--- src/rtl/uart_pkg.sv ---
// ============================================================================
// Module      : uart_pkg
// Description : Shared types and constants for the arbitrated 8N1 transmitter.
// Revision    : 1.0 - initial release
// ============================================================================
`default_nettype none

package uart_pkg;

    typedef enum logic [1:0] {
        IDLE  = 2'd0,
        START = 2'd1,
        DATA  = 2'd2,
        STOP  = 2'd3
    } uart_state_t;

    localparam int DATA_BITS  = 8;
    localparam int FRAME_BITS = 10;

    function automatic int calc_divider(input int clk_freq, input int baud);
        return clk_freq / baud - 1;
    endfunction

    function automatic int cnt_width(input int divider);
        return (divider < 1) ? 1 : $clog2(divider + 1);
    endfunction

    localparam int DEFAULT_DIVIDER = calc_divider(50000000, 38400);
    localparam int CNT_W           = cnt_width(DEFAULT_DIVIDER);

endpackage

`default_nettype wire

--- src/rtl/uart_baud_tick.sv ---
// ============================================================================
// Module      : uart_baud_tick
// Description : Bit-period counter; tick marks the last clock of each bit.
// Revision    : 1.0 - initial release
// ============================================================================
`default_nettype none

module uart_baud_tick
    import uart_pkg::*;
#(
    parameter int DIVIDER = DEFAULT_DIVIDER,
    parameter int CNT_W   = cnt_width(DIVIDER)
) (
    input  logic clk,
    input  logic rst_n,
    input  logic clear,
    output logic tick
);

    localparam logic [CNT_W-1:0] TERM = CNT_W'(DIVIDER);

    logic [CNT_W-1:0] count;

    assign tick = (count == TERM);

    always_ff @(posedge clk or negedge rst_n) begin
        if (!rst_n) begin
            count <= '0;
        end else if (clear || tick) begin
            count <= '0;
        end else begin
            count <= count + 1'b1;
        end
    end

endmodule

`default_nettype wire

--- src/rtl/uart_tx_arbiter.sv ---
// ============================================================================
// Module      : uart_tx_arbiter
// Description : Round-robin arbitration of two byte sources onto one 8N1 line.
// Revision    : 1.0 - initial release
// ============================================================================
`default_nettype none

module uart_tx_arbiter
    import uart_pkg::*;
#(
    parameter int CLK_FREQ = 50000000,
    parameter int BAUD     = 38400,
    parameter int DIVIDER  = calc_divider(CLK_FREQ, BAUD)
) (
    input  logic       clk,
    input  logic       rst_n,
    input  logic       req0_valid,
    input  logic [7:0] req0_data,
    output logic       req0_ready,
    input  logic       req1_valid,
    input  logic [7:0] req1_data,
    output logic       req1_ready,
    output logic       tx,
    output logic       busy,
    output logic       grant_id
);

    localparam int             CW       = cnt_width(DIVIDER);
    localparam logic [2:0]     LAST_BIT = 3'(DATA_BITS - 1);

    uart_state_t state, state_nx;
    logic [7:0]  shift, shift_nx;
    logic [2:0]  bit_idx, bit_idx_nx;
    logic        tx_nx, busy_nx, grant_nx;
    logic        last_grant, last_nx;
    logic        sel, accept, tick;

    // Contended cycles go to whoever did not win last; reset leaves last=1 so req0 wins first.
    assign sel        = (req0_valid && req1_valid) ? ~last_grant : req1_valid;
    assign req0_ready = rst_n && (state == IDLE) && req0_valid && !sel;
    assign req1_ready = rst_n && (state == IDLE) && req1_valid &&  sel;
    assign accept     = req0_ready || req1_ready;

    // Holding the counter cleared while idle aligns every bit period to the accept edge.
    uart_baud_tick #(
        .DIVIDER (DIVIDER),
        .CNT_W   (CW)
    ) u_baud_tick (
        .clk   (clk),
        .rst_n (rst_n),
        .clear (accept || !busy),
        .tick  (tick)
    );

    always_ff @(posedge clk or negedge rst_n) begin
        if (!rst_n) begin
            state      <= IDLE;
            shift      <= '0;
            bit_idx    <= '0;
            tx         <= 1'b1;
            busy       <= 1'b0;
            grant_id   <= 1'b0;
            last_grant <= 1'b1;
        end else begin
            state      <= state_nx;
            shift      <= shift_nx;
            bit_idx    <= bit_idx_nx;
            tx         <= tx_nx;
            busy       <= busy_nx;
            grant_id   <= grant_nx;
            last_grant <= last_nx;
        end
    end

    always_comb begin
        state_nx   = state;
        shift_nx   = shift;
        bit_idx_nx = bit_idx;
        tx_nx      = tx;
        busy_nx    = busy;
        grant_nx   = grant_id;
        last_nx    = last_grant;

        case (state)
            IDLE: begin
                tx_nx = 1'b1;
                if (accept) begin
                    shift_nx = sel ? req1_data : req0_data;
                    grant_nx = sel;
                    last_nx  = sel;
                    state_nx = START;
                    tx_nx    = 1'b0;
                    busy_nx  = 1'b1;
                end
            end
            START: begin
                if (tick) begin
                    state_nx   = DATA;
                    tx_nx      = shift[0];
                    bit_idx_nx = '0;
                end
            end
            DATA: begin
                if (tick) begin
                    if (bit_idx != LAST_BIT) begin
                        // shift[1] is the bit that lands in shift[0] after this edge.
                        shift_nx   = shift >> 1;
                        tx_nx      = shift[1];
                        bit_idx_nx = bit_idx + 3'd1;
                    end else begin
                        state_nx = STOP;
                        tx_nx    = 1'b1;
                    end
                end
            end
            STOP: begin
                if (tick) begin
                    state_nx = IDLE;
                    busy_nx  = 1'b0;
                    tx_nx    = 1'b1;
                end
            end
            default: begin
                state_nx = IDLE;
                tx_nx    = 1'b1;
                busy_nx  = 1'b0;
            end
        endcase
    end

endmodule

`default_nettype wire

--- config.mk ---
export PLATFORM = sky130hd
export DESIGN_NAME = uart_tx_arbiter
export DESIGN_NICKNAME = d
export VERILOG_FILES = /design/src/rtl/uart_pkg.sv /design/src/rtl/uart_baud_tick.sv /design/src/rtl/uart_tx_arbiter.sv
export SDC_FILE = /design/constraint.sdc
export NUM_CORES = 1
export LEC_CHECK = 0
export CAP_MARGIN = 20
export CORE_ASPECT_RATIO = 0.75
export CORE_UTILIZATION = 55
export DETAILED_ROUTE_END_ITERATION = 12
export GPL_ROUTABILITY_DRIVEN = 1
export PLACE_DENSITY = 0.81
export SLEW_MARGIN = 10
export SYNTH_ARGS = -nofsm -noshare
export SYNTH_HDL_FRONTEND = slang
export SYNTH_SLANG_ARGS = --single-unit
--- constraint.sdc ---
create_clock -name clk -period 3.7 [get_ports clk]
set_input_delay 0.74 -clock clk [delete_from_list [all_inputs] [get_ports clk]]
set_output_delay 0.74 -clock clk [all_outputs]
set_load 0.05 [all_outputs]
Word level (Yosys, flattened, before mapping). Index checks and enable logic that the tools add are counted.

Add/subtract/negate cells: 2. Multiply operators: 0. Div/mod/pow operators: 0. $lt $le $gt $ge: 0. Equal/unequal tests: 11. Shifts and indexed selects: 0. Mux-type cells: 26. Bitwise logic cells: 1. Reduce and logical (&&, ||, !) cells: 21.

Operators with widths (count): $mux 8 (4); $pmux 8 s2 (1); $add 11x1->11 const B (1); $eq 11x11->1 const B (1); $mux 11 (1); $mux 2 (5); $mux 3 (3); $mux 1 (8); $pmux 2 s4 (1); $reduce_and 4->1 (2); $logic_and 1x1->1 (6); $ne 2x1->1 const B (3); $ne 2x2->1 const B (3); $pmux 3 s2 (1); $reduce_and 3->1 (2); $reduce_bool 2->1 (3); $reduce_and 5->1 (1); $eq 2x2->1 const B (2); $pmux 1 s4 (1); $add 3x1->3 const B (1); $logic_or 1x1->1 (3); $ne 3x3->1 const B (1); $eq 2x1->1 const B (1); $logic_not 1->1 (2); 4 further kinds (4).

Register bits: 28. Bits in latches: 0. RAM bits: 0. ROM bits: 0. Input bits: 20. Output and inout port bits: 5. Word-level logic and storage cells: 69. Memories: 0.

Longest topological paths before layout. Gate-level depths: netlist of the first run.

Depth in word-level cells: 8. Gate-level depth with buffers: 7. Depth with buffers taken out: 6.

Hierarchy. A second synthesis of the first run with hierarchy kept.

Cells, all modules: 158. Area total of the unflattened synthesis: 1609.0 µm².

By module, submodules not included: uart_tx_arbiter (instances 1, cells an instance 103, area each 1044.8 µm², seq. area each 427.9 µm²); uart_baud_tick (instances 1, cells an instance 55, area each 564.3 µm², seq. area each 275.3 µm²).

Worst setup path before layout of the first run. OpenSTA, ideal clock, no wires.

Kind: input-to-output. Start point: input req1_valid. End point: output req1_ready. Arrival: 1882 ps. Required time: 2960 ps. Setup slack: 1078 ps. Stages on the path: 3. Buffers on the path: 1. Path through: a21boi_1 > clkbuf_1 > and3_1.

Cells in the longest elaborated chain, start to end: 3. Elaborated cells on any way between the ends: 4. Classes of those cells: 1 x mux; 3 x reduce/logical.

RTL lines: start, declared (RTL line uart_tx_arbiter.sv:20) `input logic req1_valid,`; $logic_and 1x1->1 (RTL line uart_tx_arbiter.sv:39) `assign sel = (req0_valid && req1_valid) ? ~last_grant : req1_valid;`; $mux 1 (RTL line uart_tx_arbiter.sv:39); $logic_and 1x1->1 (*) (RTL line uart_tx_arbiter.sv:41) `assign req1_ready = rst_n && (state == IDLE) && req1_valid && sel;`; end, declared (RTL line uart_tx_arbiter.sv:22) `output logic req1_ready,`.

Every way passes the cells marked *; elsewhere a longest branch is shown, timed or not.

Worst setup path in the final report of the first run. Same ends and word-level chain as after synthesis.

==> results of run 1 <==
-- flip-flops by register name, summed over array words and instances, names as in the netlist --
name	count
bit_idx	3
last_grant	1
tx	1
grant_id	1
busy	1
shift	8
u_baud_tick.count	11
state	2
-- worst paths after layout --
kind	end	depth (start not counted)
min	shift[7]$_DFFE_PN0P_	1
max reg2reg	shift[6]$_DFFE_PN0P_	6
min in group asynchronous	grant_id$_DFFE_PN0P_	1
max in group asynchronous	tx$_DFFE_PN1P_	2
max	req1_ready	5
min reg2reg	shift[7]$_DFFE_PN0P_	1
-- per-layer routing --
layer	vias up	global-route usage, %	part of all wire (%)
met5	-	0	0
met4	0	3.333	0.41
met3	2	5.841	2.8
met2	15	40.18	49
met1	604	30.30	48
li1	593	-	-
-- synth_stat cells (all sizes together) --
cell / count / area share, %
a211oi: 1 / 0.47
a21boi: 2 / 0.93
a21o: 4 / 1.9
a221o: 1 / 0.62
a221oi: 4 / 2.2
a31oi: 1 / 0.39
a32o: 2 / 1.2
and2: 1 / 0.39
and3: 2 / 0.78
and4: 1 / 0.54
buf: 1 / 0.31
clkbuf: 3 / 0.70
dfrtp: 26 / 40
dfstp: 2 / 3.3
ha: 8 / 6.2
inv: 8 / 1.9
mux2: 9 / 7.2
mux2i: 7 / 4.3
nand2: 6 / 1.4
nand2b: 1 / 0.39
nand3: 5 / 1.6
nand3b: 1 / 0.47
nand4: 2 / 0.78
nand4bb: 1 / 0.70
nor2: 21 / 4.9
nor2b: 2 / 0.78
nor3: 8 / 3.2
nor3b: 1 / 0.47
nor4: 1 / 1.3
o211a: 1 / 0.62
o211ai: 1 / 0.47
o21ai: 5 / 2.5
o32a: 1 / 0.62
or3b: 1 / 0.54
or4b: 1 / 0.85
xnor2: 4 / 2.2
xor2: 5 / 2.7
-- logic make-up after synthesis --
kind of cell             after synthesis  synth area share [%]
AND/OR/NAND/NOR                       55                 19.01
adder cells (fa/ha/maj)                8                 6.207
multiplexers                          16                 11.56
flip-flops                            28                 43.60
buffers and inverters                 12                 2.870
XOR/XNOR                               9                 4.887
AO/OA/AOI/OAI                         23                 11.87
-- cell type report --
class	count	share of cell area [%]
Clock buffer	3	2.109
Inverter	8	1.534
Multi-Input combinational cell	111	44.09
Sequential cell	28	35.91
Tap cell	36	2.300
Timing Repair Buffer	26	14.06
-- worst max-delay path, cell delays in order --
cell	delay (ns)
clkdlybuf4s50_1	0.52
a21boi_1	0.18
buf_4	0.22
and3_1	0.25
buf_12	0.15
-- power by group --
part           switching (mW)  leakage (nW)  internal [mW]
sequential             0.0749         0.349          0.414
clock                  0.0865        0.0216         0.0730
combinational           0.335         0.548          0.294
total                   0.497         0.919          0.782
==> flow_metrics.tcl, run 1 <==
set metrics [dict create \
    power_density_nw_per_um2 653.0 \
    p_total_mw 1.279 \
    clock_latency_ns 0.27 \
    clkSlewWorstSetupHoldPaths_ns 0.08 \
    crit_start "req1_valid" \
    drt-total-wl_mm 3.177 \
    rsz0062_at_grt "false" \
    place.port_buffers 24 \
    die_area_sq_um 3155 \
    clock-sinks 28 \
    initial_utilization_pct 59.68 \
    startpoint_type "input pin" \
    hold_slack_ns 0.4888 \
    vias 1214 \
    grt_pass1_wl_mm 5.678 \
    finalSetupViolations 0 \
    ys_ff_latch 28 \
    irDropWorstVdd_mv 0.5944 \
    dpl_cell_area_sq_um 1917 \
    io_pins 25 \
    area_growth_pct 21.41 \
    fin_tns_setup_ns 0 \
    cts-resized-gates 0 \
    cp_max_fo 14 \
    layout_common_cells "26 x dfrtp_1, 22 x clkdlybuf4s50_1, 21 x nor2_1" \
    htree_levels 1 \
    synth_warnings 0 \
    first_iter_violations 58 \
    n_fill_cell 207 \
    grt_use_total_pct 23.34 \
    viasPerCell 5.726 \
    cts_buffers 3 \
    cp.required_ns 2.96 \
    period_share_pct 75.79 \
    final_common_cell "dfrtp_1" \
    r2r_setup_slack_ns 1.31 \
    outcome "completed" \
    ant_nets 0 \
    ys_types 43 \
    diodes 0 \
    grt_overflow 0 \
    clock_skew_ns 0.008493 \
    final_hold_viol_count 0 \
    fin_nets 206 \
    drt_first_pass_iters 4 \
    drc_errors 0 \
    gp_congestion 0.8158 \
    multi_input_area_sq_um 863.3 \
    cts_tree "yes" \
    period_minus_slack_ns 2.804 \
    max_freq_mhz 356.6 \
    setup_slack_ns 0.8958 \
    fp.dieW_microns 64.53 \
    arrival_ns 2.06 \
    rows 16 \
    cts-root-buf "clkbuf_8" \
    grt_pass1_vias 1270 \
    instances_no_fill 212 \
    clockBufferDepth 2 \
    drive_gt1_share_pct 11.93 \
    min_from "shift[7]$_DFFE_PN0P_" \
    die_y_microns 48.90 \
    worst_slew_pin_slew_ns 0.8449 \
    syn-instance-count 151 \
    antenna_found_initial 0 \
    synth_area_per_cell_sq_um 10.68 \
    pre_cts_ws_ns 0.9043 \
    drt-wirelength-per-cell_microns 14.99 \
    r2r-start "state[0]$_DFFE_PN0P_" \
    fp.coreArea_sq_um 2703 \
    grt_max_degree 25 \
    syn_nets 179 \
    ctsHoldBuffers 0 \
    design_area_sq_um 1958 \
    hold_path.class "flop to flop" \
    crit_type "input pin to output port" \
    synth_area_sq_um 1613 \
    final_util_pct 72.45 \
    p_leak_nw 0.9190 \
    placed_cells 209 \
    synth.yosys.seq_area_share_pct 43.60 \
    dpl.hpwl_mm 2.495 \
    cap_violations 0 \
    end_kind "output port" \
    post_cts_buffers 0 \
    slew_viol_final 0 \
    slew_headroom_pct 43.67 \
    regArea_sq_um 703.2 \
]
Note: power is estimated with default switching activity, not from simulation.
==> inputs of run 2 (changes only) <==
--- a/config.mk
+++ b/config.mk
@@ -7,10 +7,10 @@
 export LEC_CHECK = 0
 export CAP_MARGIN = 20
 export CORE_ASPECT_RATIO = 0.75
-export CORE_UTILIZATION = 55
+export CORE_UTILIZATION = 53
 export DETAILED_ROUTE_END_ITERATION = 12
 export GPL_ROUTABILITY_DRIVEN = 1
-export PLACE_DENSITY = 0.81
+export PLACE_DENSITY = 0.79
 export SLEW_MARGIN = 10
 export SYNTH_ARGS = -nofsm -noshare
 export SYNTH_HDL_FRONTEND = slang
==> constraint.sdc (replaced) <==
create_clock -name clk -period 2.8 [get_ports clk]
set_input_delay 0.56 -clock clk [delete_from_list [all_inputs] [get_ports clk]]
set_output_delay 0.56 -clock clk [all_outputs]
set_load 0.05 [all_outputs]
==> flow_metrics.tcl, run 2 (synthesis gave the netlist of run 1 again) <==
set metrics [dict create \
    clkSlewWorstSetupHoldPaths_ns 0.09 \
    diodes 0 \
    clock-sinks 28 \
    clock_skew_ns 0.003839 \
    max_freq_mhz 430.2 \
    place.port_buffers 24 \
    setup_slack_ns 0.4755 \
    ctsHoldBuffers 0 \
    grt_use_total_pct 22.70 \
    htree_levels 1 \
    rows 16 \
    largest_reg_flops 11 \
    grt_max_degree 24 \
    grt_pass1_wl_mm 5.540 \
    cts-root-buf "clkbuf_8" \
    period_minus_slack_ns 2.324 \
    pre_cts_ws_ns 0.4809 \
    final_common_cell "dfrtp_1" \
    cp.required_ns 2.24 \
    startpoint_type "input pin" \
    period_share_pct 83.02 \
    cts_tree "yes" \
    arrival_ns 1.76 \
    drive_gt1_share_pct 13.41 \
    outcome "completed" \
    clockBufferDepth 2 \
    min_from "grant_id$_DFFE_PN0P_" \
    crit_type "input pin to output port" \
    placed_cells 211 \
    antenna_found_initial 0 \
    r2r-start "u_baud_tick.count[1]$_DFF_PN0_" \
    die_y_microns 49.78 \
    initial_utilization_pct 58.80 \
    irDropWorstVdd_mv 0.6699 \
    dpl.hpwl_mm 2.508 \
    hold_path.class "flop to flop" \
    viasPerCell 5.656 \
    fin_tns_setup_ns 0 \
    instances_no_fill 215 \
    grt_pass1_vias 1190 \
    slew_viol_final 0 \
    rsz0062_at_grt "false" \
    crit_start "req1_valid" \
    worst_slew_pin_slew_ns 0.5078 \
    area_growth_pct 24.20 \
    first_iter_violations 39 \
    die_area_sq_um 3270 \
    gp_congestion 0.8117 \
    drc_errors 0 \
    drt-total-wl_mm 3.246 \
    cts_buffers 3 \
    regMostFlops "u_baud_tick.count" \
    cts-resized-gates 0 \
    slew_headroom_pct 66.04 \
    final_hold_viol_count 0 \
    top_regs "u_baud_tick.count x11, shift x8, bit_idx x3" \
    whs_path_depth 1 \
    n_fill_cell 191 \
    fp.coreArea_sq_um 2743 \
    fin_nets 208 \
    drt_first_pass_iters 4 \
    ant_nets 0 \
    post_cts_buffers 0 \
    layout_common_cells "26 x dfrtp_1, 22 x clkdlybuf4s50_1, 21 x nor2_1" \
    reg2reg_depth 6 \
    cap_violations 0 \
    clock_latency_ns 0.28 \
    grt_overflow 0 \
    drt-wirelength-per-cell_microns 15.10 \
    p_leak_nw 0.9430 \
    power_density_nw_per_um2 908.9 \
    cp_max_fo 4 \
    end_kind "output port" \
    io_pins 25 \
    finalSetupViolations 0 \
    vias 1216 \
    fp.dieW_microns 65.70 \
]
run 2: cell types whose count changed in the layout (fill, tap and decap cells not counted), sizes merged:
cell | before | now
buf | 4 | 6
bufinv | 0 | 1
run 2: final cells by class:
class | count | area (sq um) | area share, %
inverter | 8 | 30.03 | 1.499
clock buffer | 3 | 41.29 | 2.061
multi-input combinational | 111 | 863.3 | 43.10
timing repair buffer | 28 | 290.3 | 14.49
clock inverter | 1 | 30.03 | 1.499
tap | 36 | 45.04 | 2.249
sequential | 28 | 703.2 | 35.10
run 2: final timing paths:
check                                             to  slack, ns
worst max-delay path                      req1_ready       0.48
worst min-delay path            grant_id$_DFFE_PN0P_       0.49
worst max register to register  state[1]$_DFFE_PN0P_       0.61
worst min register to register  grant_id$_DFFE_PN0P_       0.49
max in group asynchronous             tx$_DFFE_PN1P_       1.70
min in group asynchronous       shift[7]$_DFFE_PN0P_       0.72
run 2: metrics by stage:
stage	hold slack, ns	utilization, %	instance area [sq um]	total power [mW]
detailed placement	0.4795	70.44	1932	1.507
finish	0.4937	73.04	2003	1.821
global route	0.5160	73.04	2003	1.940
global placement	0.4795	70.44	1932	1.465
CTS	0.4958	73.04	2003	1.830
floorplan	0.2644	-	1613	1.275
run 2: per-layer routing:
metal	vias up	global-route usage, %	wire length [microns]
met1	600	32.84	1629
met3	6	6.019	107
met2	14	33.84	1474
met5	-	0	0
li1	596	-	-
met4	0	5.072	34
run 2: where the power goes:
group	internal, mW	total (mW)	switching, mW
sequential	0.548	0.646	0.0979
clock	0.192	0.313	0.121
combinational	0.397	0.863	0.465
run 2: critical path, cell delays in order:
cell,delay [ns]
clkdlybuf4s50_1,0.51
a21boi_1,0.27
and3_1,0.27
buf_12,0.16
==> variant 1: new RTL, flow settings as in run 2 <==
Encoding of `uart_state_t`: now one-hot (4 bits for 4 states).
--- a/src/rtl/uart_pkg.sv
+++ b/src/rtl/uart_pkg.sv
@@ -8,9 +8,9 @@
 package uart_pkg;
 
-    typedef enum logic [1:0] {
-        IDLE  = 2'd0,
-        START = 2'd1,
-        DATA  = 2'd2,
-        STOP  = 2'd3
+    typedef enum logic [3:0] {
+        IDLE  = 4'b0001,
+        START = 4'b0010,
+        DATA  = 4'b0100,
+        STOP  = 4'b1000
     } uart_state_t;
 
Function: no difference found for any inputs over 10 cycles, from zero or initial values and one cycle with rst_n low; not proved beyond that.
==> variant 1 against run 2 <==
  * Area after synthesis rose by 2.2%
  * Sequential cell count increased by 2
  * Highest routed layer unchanged
  * Largest cell class unchanged
  * Final area grew 1.7%
  * Power down 4.5%
  * Via count grew 1.6%
  * Sequential power increased by 5.7%
  * Setup slack lost 140 ps
  * Wire length increased by 3.7%
  * Critical path depth unchanged
==> variant 1: results (changes against run 2) <==
Outcome
  – Status: completed (unchanged)

Placed design
  – GPL Wtd Cong: 0.8215 (was 0.8117)
  – Placed Area: 1958 um2 (was 1932 um2)
  – Dpl hpwl: 2.431 mm (was 2.508 mm)
  – Pre-CTS WS: 407.1 ps (was 480.9 ps)
  – Port Buffers: 24 (unchanged)

Finish
  – Multi-input gate share of total cell area: 41.74% (was 43.10%)
  – Largest regs: u_baud_tick.count x11, shift x8, state x4 (was u_baud_tick.count x11, shift x8, bit_idx x3)
  – Layout cells sized above 1: 18.03% (was 13.41%)
  – Fill cells: 227 (was 191)
  – NonClk Buf Share: 14.24% (was 14.49%)
  – Multi-In Gates: 113 (was 111)
  – Clkbuf count: 8 (was 3)
  – Clock buf/inv share: 3.929% (was 3.560%)
  – Register area: 754.5 um2 (was 703.2 um2)
  – Nets: 206 (was 208)
  – FF+latch count: 30 (was 28)

CTS
  – Setup bufs post-CTS: 0 (unchanged)
  – H-tree Lvls: 2 (was 1)
  – Worst-path clk slew: 60 ps (was 90 ps)
  – TritonCTS Buffers: 5 (was 3)

Yosys
  – Top post-synthesis cells by count: 27 x dfrtp_1, 15 x o21ai_0, 14 x nor2_1, 13 x nand2_1, 8 x mux2i_1 (was 26 x dfrtp_1, 21 x nor2_1, 8 x ha_1, 8 x inv_1)
  – Yosys top cell area share: 40.97% (was 40.34%)
  – Cell variety after synth: 36 (was 43)
  – Top post-synthesis cells by area: dfrtp_1 41%, mux2_4 6.4%, mux2i_1 4.9%, dfstp_2 4.8%, o21ai_0 4.6% (was dfrtp_1 40%, ha_1 6.2%, nor2_1 4.9%, mux2i_1 4.3%, mux2_4 3.7%)
  – Net Count, Synth: 177 (was 179)
  – Post-synthesis sequential area ratio: 45.75% (was 43.60%)

Setup path
  – CP max FO: 7 (was 4)
  – Worst path arrival time: 1900 ps (was 1760 ps)
  – Reg2reg path depth: 4 (was 6)
  – Crit-path slowest cell: dfstp_2 (was clkdlybuf4s50_1)

Global route
  – Global Route Usage Sum: 23.38% (was 22.70%)
  – First-pass GRT wire length: 5.575 mm (was 5.540 mm)
  – Pin count of the biggest net entering global routing: 18 (was 24)

Timing
  – Final Skew: 10.66 ps (was 3.839 ps)
  – Worst Tran Pin Value: 767.0 ps (was 507.8 ps)

Detailed routing
  – DR vias: 1,235 (was 1,216)
  – Top sig layer: met4 (unchanged)
  – Met3 WL: 146 um (was 107 um)
  – Initial DRC count: 37 (was 39)
  – Met2 wire length: 1.511 mm (was 1.474 mm)
  – Post-DR wirelength/cell: 15.24 um (was 15.10 um)
  – Wl on met1: 1.638 mm (was 1.629 mm)

Floorplanning
  – Site Rows: 17 (was 16)

Pwr
  – P_int: 1.113 mW (was 1.136 mW)
  – VDD IR-drop max: 399.2 uV (was 669.9 uV)
  – Pleak: 0.8742 nW (was 0.9430 nW)

Min path
  – Class of the worst hold path: reg -> reg (unchanged)
-- variant 1: logic make-up after synthesis --
| group | share of synthesized area, % |
|---|---|
| simple gates | 18.67 |
| flops | 45.75 |
| compound gates | 10.93 |
| mux | 13.28 |
| xor+xnor | 5.311 |
| buf+inv | 3.034 |
| fa+ha+maj | 3.035 |
-- variant 1: path summary, 6_finish.rpt --
path                                 startpoint  slack, ps                               to
max in group asynchronous                 rst_n       1700           last_grant$_DFFE_PN1P_
max reg2reg                state[0]$_DFFE_PN1P_        670             shift[3]$_DFFE_PN0P_
min reg2reg                grant_id$_DFFE_PN0P_        480             grant_id$_DFFE_PN0P_
min in group asynchronous                 rst_n        850  u_baud_tick.count[10]$_DFF_PN0_
max                        state[0]$_DFFE_PN1P_        340                       req0_ready
min                        grant_id$_DFFE_PN0P_        480             grant_id$_DFFE_PN0P_
-- variant 1: power by group through the flow --
stage               registers, mW  logic (mW)  clock network, mW
finish                      0.683       0.726              0.331
global route                0.697       0.788              0.356
CTS                         0.680       0.733              0.339
detailed placement          0.686       0.728                  0
global placement            0.678       0.698                  0
floorplan                   0.718       0.502                  0
-- variant 1: per-stage QoR --
step	cells	util (%)
floorplan	153	-
global placement	213	66.23
detailed placement	213	66.23
CTS	221	68.94
global route	221	68.94
finish	221	68.94
-- variant 1: metal layers --
| layer | vias to the layer above | track usage [%] |
|---|---|---|
| met3 | 8 | 5.682 |
| met1 | 594 | 30.12 |
| met5 | - | 0 |
| met4 | 0 | 10.64 |
| met2 | 25 | 37.24 |
| li1 | 608 | - |
-- variant 1: critical path, delay by kind of cell, from the launching register on --
family	cells	cell delay, ps
DFF	1	600
buffers and inverters	1	160
and+or+nand+nor	3	850
==> variant 2: new RTL, config.mk and constraints of run 2 <==
Made on the original files. Set the parameter `CLK_FREQ` to 200000000 (it was 50000000).
--- a/src/rtl/uart_tx_arbiter.sv
+++ b/src/rtl/uart_tx_arbiter.sv
@@ -9,5 +9,5 @@
     import uart_pkg::*;
 #(
-    parameter int CLK_FREQ = 50000000,
+    parameter int CLK_FREQ = 200000000,
     parameter int BAUD     = 38400,
     parameter int DIVIDER  = calc_divider(CLK_FREQ, BAUD)
Check against the original RTL: no difference found for any inputs over 10 cycles, from zero or initial values and one cycle with rst_n low; that may be too few to reach the edited logic, so the function may still have changed.
==> variant 2 against run 2 <==
  * Sequential cell count rose by 2
  * First-iteration DRC count shrank 36%
  * Worst hold slack worse by 29 ps
  * Cell count is 8.8% higher
  * Critical endpoint unchanged
  * Non-clock buffer count did not move
  * Power barely moved
  * Setup slack got worse by 200 ps
  * Final area increased by 4.9%
  * Register-to-register slack got worse by 40 ps
  * Area after synthesis up 3.9%
  * Wire length grew 4.3%
  * Highest routed layer unchanged
==> variant 2: results (changes against run 2) <==
Outcome
  – Status: completed (unchanged)

Detailed routing
  – Initial DRC count: 25 (was 39)
  – Post-DR wirelength/cell: 14.47 um (was 15.10 um)
  – Via density: 5.427 (was 5.656)
  – Post-Route WL: 3.387 mm (was 3.246 mm)

Placed design
  – Pre-CTS WS: 315.6 ps (was 480.9 ps)
  – Cells after DPL: 226 (was 211)
  – GPL Wtd Cong: 0.7735 (was 0.8117)

Pwr
  – VDD IR-drop max: 496.2 uV (was 669.9 uV)
  – Pleak: 0.9205 nW (was 0.9430 nW)
  – NetSw: 0.6448 mW (was 0.6843 mW)

Finish
  – Layout cells sized above 1: 16.33% (was 13.41%)
  – Nets: 222 (was 208)
  – Fill cells: 221 (was 191)
  – Largest regs: u_baud_tick.count x13, shift x8, bit_idx x3 (was u_baud_tick.count x11, shift x8, bit_idx x3)

Setup path
  – Worst path arrival time: 1970 ps (was 1760 ps)
  – R2R Setup Slk: 570 ps (was 610 ps)

Yosys
  – Top post-synthesis cells by area: dfrtp_1 42%, mux2_2 6.7%, ha_1 5.2%, xnor2_1 4.7%, mux2i_1 4.2% (was dfrtp_1 40%, ha_1 6.2%, nor2_1 4.9%, mux2i_1 4.3%, mux2_4 3.7%)
  – Net Count, Synth: 191 (was 179)
  – Mapped Avg Cell Area: 10.22 um2 (was 10.68 um2)
  – Post-synthesis sequential area ratio: 44.96% (was 43.60%)
  – Cell variety after synth: 41 (was 43)

Global route
  – First-pass GRT wire length: 5.706 mm (was 5.540 mm)
  – Global Route Usage Sum: 23.47% (was 22.70%)
  – Pin count of the biggest net entering global routing: 18 (was 24)
  – Vias in the first global route: 1,250 (was 1,190)

Min path
  – Hold EP: u_baud_tick.count[0]$_DFF_PN0_ (was grant_id$_DFFE_PN0P_)

Timing
  – Final Skew: 3.924 ps (was 3.839 ps)
  – Worst hold slack: 464.7 ps (was 493.7 ps)

CTS
  – Worst-path clk slew: 60 ps (was 90 ps)
==> variant 2: final cells by class <==
type                    count  area share, %
multi-input cells         122          41.39
flip-flops and latches     30          35.85
repair buffers             28          13.82
clock buffers               8          5.241
well taps                  38          2.263
inverters                   8          1.429
==> variant 2: through the flow <==
step           area, um2  util [%]
3_3_place_gp        1991     66.85
5_1_grt             2101     70.55
4_1_cts             2101     70.55
2_1_floorplan       1675         -
6_report            2101     70.55
3_5_place_dp        1991     66.85
==> variant 2: worst max-delay path: stages <==
cell	delay, ps
clkdlybuf4s50_1	510
a21boi_0	440
and3_1	300
buf_12	150
==> variant 2: power by group through the flow <==
stage	logic (mW)	registers, mW	clock network [mW]
3_5_place_dp	0.742	0.675	0
4_1_cts	0.747	0.669	0.414
2_1_floorplan	0.505	0.709	0
6_report	0.738	0.670	0.410
3_3_place_gp	0.715	0.666	0
5_1_grt	0.821	0.687	0.433
==> variant 2: kinds of logic (layout without fill, tap and decap cells) <==
kind of cell / count (synthesis) / in the layout / synth area share, %
DFF: 30 / 30 / 44.96
buffers and inverters: 12 / 44 / 3.137
AOI/OAI and AO/OA: 28 / 28 / 11.28
muxes: 17 / 17 / 10.90
adders and majority gates: 7 / 7 / 5.228
xor gates and xnor gates: 11 / 11 / 5.751
and+or+nand+nor: 59 / 59 / 18.75
==> variant 2: layer usage <==
layer / part of all wire (%) / GRT usage (%) / routed length, um
met1: 49 / 30.17 / 1662
met3: 2.6 / 5.455 / 87
met4: 1.3 / 9.574 / 45
met2: 47 / 37.88 / 1590
met5: 0 / 0 / 0
